### config.mk
export PLATFORM = sky130hd
export DESIGN_NAME = burst_cfg_sequencer
export DESIGN_NICKNAME = d
export VERILOG_FILES = /design/src/rtl/burst_pkg.sv /design/src/rtl/burst_wait_timer.sv /design/src/rtl/burst_cfg_sequencer.sv
export SDC_FILE = /design/constraint.sdc
export NUM_CORES = 1
export LEC_CHECK = 0
export CELL_PAD_IN_SITES_DETAIL_PLACEMENT = 1
export CELL_PAD_IN_SITES_GLOBAL_PLACEMENT = 2
export CORE_UTILIZATION = 35
export DETAILED_ROUTE_END_ITERATION = 7
export GPL_ROUTABILITY_DRIVEN = 0
export PLACE_DENSITY = 0.87
export SLEW_MARGIN = 20
export SYNTH_ARGS = -nofsm -noshare
export SYNTH_HDL_FRONTEND = slang
export SYNTH_SLANG_ARGS = --single-unit
### constraint.sdc
create_clock -name clk -period 3.4 [get_ports clk]
set_clock_uncertainty 0.2 [all_clocks]
set_input_delay 0.51 -clock clk [delete_from_list [all_inputs] [get_ports clk]]
set_output_delay 0.51 -clock clk [all_outputs]
set_load 0.005 [all_outputs]
### src/rtl/burst_pkg.sv
// Shared types and default constants for the burst configuration sequencer.
package burst_pkg;

    typedef enum logic [2:0] {
        ST_OFF   = 3'd0,
        ST_RUN   = 3'd1,
        ST_DRAIN = 3'd2,
        ST_LOAD  = 3'd3,
        ST_SETUP = 3'd4
    } burst_seq_state_t;

    localparam int unsigned M_WIDTH_DEF      = 10;
    localparam int unsigned X_WIDTH_DEF      = 5;
    localparam int unsigned DRAIN_CYCLES_DEF = 5;
    localparam int unsigned SETUP_CYCLES_DEF = 2;

    function automatic int unsigned max_u(input int unsigned a, input int unsigned b);
        return (a > b) ? a : b;
    endfunction

endpackage

### src/rtl/burst_wait_timer.sv
// Loadable down-counter; done is high in the last cycle of a loaded wait.
module burst_wait_timer #(
    parameter int unsigned W = 3
) (
    input  logic         clk,
    input  logic         reset_n,
    input  logic         load,
    input  logic [W-1:0] load_value,
    output logic         done
);

    logic [W-1:0] cnt;

    always_ff @(posedge clk or negedge reset_n) begin
        if (!reset_n) begin
            cnt <= '0;
        end else if (load) begin
            cnt <= load_value;
        end else if (cnt != '0) begin
            cnt <= cnt - W'(1);
        end
    end

    assign done = (cnt <= W'(1));

endmodule

### src/rtl/burst_cfg_sequencer.sv
// Sequences burst setting changes for gated_burst_divider: disable, drain, load, setup, enable.
// Optional BURST_CFG_SKIP_SAME_EN: identical settings offered while running skip the sequence.
module burst_cfg_sequencer
    import burst_pkg::*;
#(
    parameter int unsigned M_WIDTH      = M_WIDTH_DEF,
    parameter int unsigned X_WIDTH      = X_WIDTH_DEF,
    parameter int unsigned DRAIN_CYCLES = DRAIN_CYCLES_DEF,
    parameter int unsigned SETUP_CYCLES = SETUP_CYCLES_DEF
) (
    input  logic               clk,
    input  logic               reset_n,
    input  logic               run_req,
    input  logic               cfg_valid,
    output logic               cfg_ready,
    input  logic [M_WIDTH-1:0] cfg_m1,
    input  logic [M_WIDTH-1:0] cfg_m2,
    input  logic [X_WIDTH-1:0] cfg_x,
    output logic [M_WIDTH-1:0] m1_value,
    output logic [M_WIDTH-1:0] m2_value,
    output logic [X_WIDTH-1:0] m1_repeat_limit,
    output logic               enable_async,
    output logic               busy,
    output logic               cfg_applied
);

    localparam int unsigned CW = $clog2(max_u(DRAIN_CYCLES, SETUP_CYCLES) + 1);

    burst_seq_state_t state, next_state;

    logic [M_WIDTH-1:0] shadow_m1, shadow_m2;
    logic [X_WIDTH-1:0] shadow_x;
    logic               pending;
    logic               from_run;
    logic               xfer;
    logic               same;
    logic               skip;
    logic               timer_load;
    logic [CW-1:0]      timer_value;
    logic               wait_done;

    assign cfg_ready = (state == ST_OFF) || (state == ST_RUN);
    assign xfer      = cfg_valid && cfg_ready;

`ifdef BURST_CFG_SKIP_SAME_EN
    assign same = (cfg_m1 == m1_value) && (cfg_m2 == m2_value) && (cfg_x == m1_repeat_limit);
`else
    assign same = 1'b0;
`endif

    assign skip = xfer && (state == ST_RUN) && same;

    burst_wait_timer #(.W(CW)) u_wait (
        .clk        (clk),
        .reset_n    (reset_n),
        .load       (timer_load),
        .load_value (timer_value),
        .done       (wait_done)
    );

    always_ff @(posedge clk or negedge reset_n) begin
        if (!reset_n) begin
            state <= ST_OFF;
        end else begin
            state <= next_state;
        end
    end

    // Next state plus wait-timer load on entry to DRAIN or SETUP.
    always_comb begin
        next_state  = state;
        timer_load  = 1'b0;
        timer_value = '0;
        case (state)
            ST_OFF: begin
                if (xfer) begin
                    next_state = ST_LOAD;
                end else if (run_req) begin
                    next_state = ST_SETUP;
                end
            end
            ST_RUN: begin
                if ((xfer && !skip) || !run_req) begin
                    next_state = ST_DRAIN;
                end
            end
            ST_DRAIN: begin
                if (wait_done) begin
                    next_state = pending ? ST_LOAD : ST_OFF;
                end
            end
            ST_LOAD: begin
                next_state = from_run ? ST_SETUP : ST_OFF;
            end
            ST_SETUP: begin
                if (wait_done) begin
                    next_state = run_req ? ST_RUN : ST_OFF;
                end
            end
            default: begin
                next_state = ST_OFF;
            end
        endcase
        if (next_state != state) begin
            if (next_state == ST_DRAIN) begin
                timer_load  = 1'b1;
                timer_value = CW'(DRAIN_CYCLES);
            end else if (next_state == ST_SETUP) begin
                timer_load  = 1'b1;
                timer_value = CW'(SETUP_CYCLES);
            end
        end
    end

    // Shadow capture, sequence bookkeeping and registered outputs.
    always_ff @(posedge clk or negedge reset_n) begin
        if (!reset_n) begin
            shadow_m1       <= '0;
            shadow_m2       <= '0;
            shadow_x        <= '0;
            pending         <= 1'b0;
            from_run        <= 1'b0;
            m1_value        <= '0;
            m2_value        <= '0;
            m1_repeat_limit <= '0;
            enable_async    <= 1'b0;
            busy            <= 1'b0;
            cfg_applied     <= 1'b0;
        end else begin
            if (xfer) begin
                shadow_m1 <= cfg_m1;
                shadow_m2 <= cfg_m2;
                shadow_x  <= cfg_x;
            end
            if (xfer && !skip) begin
                pending  <= 1'b1;
                from_run <= (state == ST_RUN);
            end else if (state == ST_LOAD) begin
                pending <= 1'b0;
            end
            if (state == ST_LOAD) begin
                m1_value        <= shadow_m1;
                m2_value        <= shadow_m2;
                m1_repeat_limit <= shadow_x;
            end
            enable_async <= (next_state == ST_RUN);
            busy         <= (next_state == ST_DRAIN) || (next_state == ST_LOAD) ||
                            (next_state == ST_SETUP);
            cfg_applied  <= (state == ST_LOAD) || skip;
        end
    end

endmodule

==> out/results.tsv <==
stage	metric	value	unit
run_status	status	completed	
setup_path	cp_slowest_cell	dfrtp_1	
clocking	tritoncts	done	
timing	slew_headroom	0.551	
timing	fin_crit	2260	ps
detailed_routing	drtIter0Drc	43	
grt	antenna_found_initial	0	
clocking	post_cts_resized	0	
floorplanning	die_w	86.5	um
setup_path	worstSetupPathType	register to output pin	
detailed_routing	postRouteAntennaNets	0	
setup_path	critPathCaptureType	output pin	
clocking	clk_latency	320	ps
grt	grt_max_degree	33	
setup_path	arrival	1550	ps
run	maxCapViolCount	0	
detailed_routing	vias	1522	
timing	worstMarginPinSlew	673	ps
clocking	numCtsBuffers	9	
cells_and_area	fin_nets	265	
hold_path	hold_path_class	input port to async pin	
detailed_routing	top_layer_used	met4	
clocking	clockRootBuffer	clkbuf_8	
yosys	syn_area	2500	um2
pwr	irDropWorstVdd	367	uV
detailed_routing	drc	0	
setup_path	endpoint	cfg_ready	
clocking	ctsHoldBuffers	0	
placed_design	place_hpwl	3050	um
setup_path	crit_path_max_fanout	15	
setup_path	critPathLaunch	state[1]	
timing	period_share	0.666	
pwr	p_per_area	917	nW/um2
timing	rsz0062_at_grt	no	
cells_and_area	drive_gt1_frac	0.273	
setup_path	cp-start-kind	register	
yosys	synth_seq_cells	61	
grt	grt_pass1_wl	7720	um
setup_path	worstPathRequired	2690	ps
timing	slew_viol_final	0	
setup_path	reg2reg_slack	1460	ps
detailed_routing	drt-total-wl	4540	um
grt	grt_pass1_vias	1597	
cells_and_area	multi_input_area	892	um2
yosys	synth-seq-area-share	0.611	
cells_and_area	fin_util	0.484	
placed_design	portBuffers	57	
cells_and_area	fill_cells	704	
clocking	cts_max_level	3	
setup_path	critPathMaxStageDelay	560	ps
grt	overflow	0	
floorplanning	die_h	86.5	um
timing	finalHoldViolCount	0	
setup_path	r2r_start	state[2]	
detailed_routing	drt-wirelength-per-cell	13.6	um
clocking	post_cts.repair.setup_buffers	0	
yosys	synthCells	171	
setup_path	path_depth	2	
timing	whs	21.6	ps
floorplanning	die-area	7480	um2
floorplanning	coreArea	6830	um2
setup_path	critical-path-top-delay-family	flip-flops	
clocking	clockBufferDepth	2	
cells_and_area	seqCellArea	1530	um2
pwr	p_leak	1.41	nW
detailed_routing	first_pass_iters	4	
yosys	syn-num-nets	203	
floorplanning	rows	30	
yosys	synth_area_per_cell	14.6	um2
setup_path	worst_r2r_endpoint	m2_value[9]	
setup_path	path_buf_inv	1	
cells_and_area	area_delta_synth_final	32.3	%
yosys	synth_cell_types	32	
detailed_routing	met1_length	2090	um
detailed_routing	met3_wirelength	217	um
yosys	yosys_warnings	0	
floorplanning	io-pin-count	58	
clocking	cts.sinks	61	
setup_path	r2r_cells	3	
timing	setup_viol	0	
floorplanning	initial_utilization	0.366	
clocking	path_clk_slew	60	ps
detailed_routing	via_per_inst	4.56	
timing	fin_setup_tns	0	ps
detailed_routing	met2_length	2180	um
setup_path	path_cells	nor2_1 -> clkdlybuf4s50_1	
grt	grt_util_all_layers	0.140	
timing	max_freq	0.442	GHz
cells_and_area	antennaDiodeCount	0	
==> per-layer routing <==
metal,up-vias,GRT usage
li1,722,-
met1,759,0.184
met2,37,0.209
met3,4,0.0419
met4,0,0.0773
met5,-,0
==> worst register-to-register path, stage by stage, from the launching register on <==
cell,delay (ps)
dfrtp_1,610
and2b_1,290
nand2_4,310
mux2_2,400
==> where the power goes <==
part           internal (mW)  total [mW]  leakage [nW]  switching [mW]
clock                  0.305       0.559        0.0877           0.254
combinational          0.755        1.14         0.597           0.385
sequential              1.09        1.33         0.729           0.237
==> cells in the mapped netlist, drive strengths merged <==
library cell  instances  area share
mux2                 51        0.23
nor3                  2      0.0085
xnor2                 1      0.0035
a21boi                1      0.0030
a21o                  2      0.0060
o32ai                 1      0.0035
nor2b                 2      0.0050
o41ai                 1      0.0035
nor2                  7       0.011
o21ai                 7       0.014
nand3b                1      0.0030
buf                   8       0.026
and3b                 1      0.0035
dfrtp                61        0.61
a211oi                1      0.0030
and3                  1      0.0025
o21ba                 1      0.0040
and2b                 1      0.0030
nor3b                 1      0.0030
nand2b                2      0.0050
o21bai                1      0.0030
mux2i                 1      0.0040
o2bb2ai               1      0.0035
ha                    3       0.015
a21oi                 3      0.0060
nand2                 4      0.0090
nand3                 1      0.0020
inv                   4      0.0060
==> layout make-up <==
type,instances,share of cell area
well taps,96,0.0363
inverters,4,0.00454
clock buffers,15,0.0503
clock inverters,1,0.00151
repair buffers,59,0.176
multi-input cells,98,0.270
flip-flops and latches,61,0.462
==> cells by family after synthesis <==
| group | synth area share |
|---|---|
| multiplexers | 0.234 |
| AO/OA/AOI/OAI | 0.0496 |
| AND/OR/NAND/NOR | 0.0551 |
| buffers and inverters | 0.0320 |
| flip-flops | 0.611 |
| XOR/XNOR | 0.00351 |
| adder cells (fa/ha/maj) | 0.0150 |
==> cell usage in the layout (no fill, tap or decap), drive strengths merged <==
| cell | n |
|---|---|
| clkdlybuf4s50 | 56 |
| and3b | 1 |
| mux2i | 1 |
| a21o | 2 |
| a211oi | 1 |
| and2b | 1 |
| clkbuf | 15 |
| o21bai | 1 |
| a21boi | 1 |
| nand3 | 1 |
| mux2 | 51 |
| nand2b | 2 |
| o32ai | 1 |
| o2bb2ai | 1 |
| nor3 | 2 |
| nand3b | 1 |
| nand2 | 4 |
| and3 | 1 |
| dfrtp | 61 |
| inv | 4 |
| ha | 3 |
| nor2b | 2 |
| clkinv | 1 |
| xnor2 | 1 |
| nor3b | 1 |
| buf | 3 |
| o21ai | 7 |
| a21oi | 3 |
| o21ba | 1 |
| nor2 | 7 |
| o41ai | 1 |
==> through the flow <==
| step | instances | cell area (um2) | total power, mW | setup WS (ps) |
|---|---|---|---|---|
| final | 334 | 3310 | 3.03 | 1140 |
| after global routing | 334 | 3310 | 3.26 | 1020 |
| after CTS | 334 | 3310 | 3.08 | 1090 |
| after detailed placement | 318 | 3130 | 2.50 | 1030 |
| after global placement | 318 | 3130 | 2.46 | 1060 |
| after floorplan | 171 | 2500 | 2.00 | 1670 |
==> worst min path at each step <==
stage	startpoint	end	slack, ps	cells after the start
final	reset_n	shadow_m2[2]	20	1
after floorplan	reset_n	busy	10	0
after detailed placement	shadow_m1[1]	m1_value[1]	270	1
after CTS	reset_n	m1_repeat_limit[1]	30	1
after global placement	shadow_x[4]	shadow_x[4]	260	1
after global routing	reset_n	m2_value[1]	70	1
==> state kept, by name, indices dropped and copies added (netlist names) <==
name	flops
u_wait.cnt	3
busy	1
cfg_applied	1
shadow_m1	10
m2_value	10
pending	1
from_run	1
state	3
shadow_m2	10
enable_async	1
shadow_x	5
m1_value	10
m1_repeat_limit	5
(Power assumes the default switching activity.)
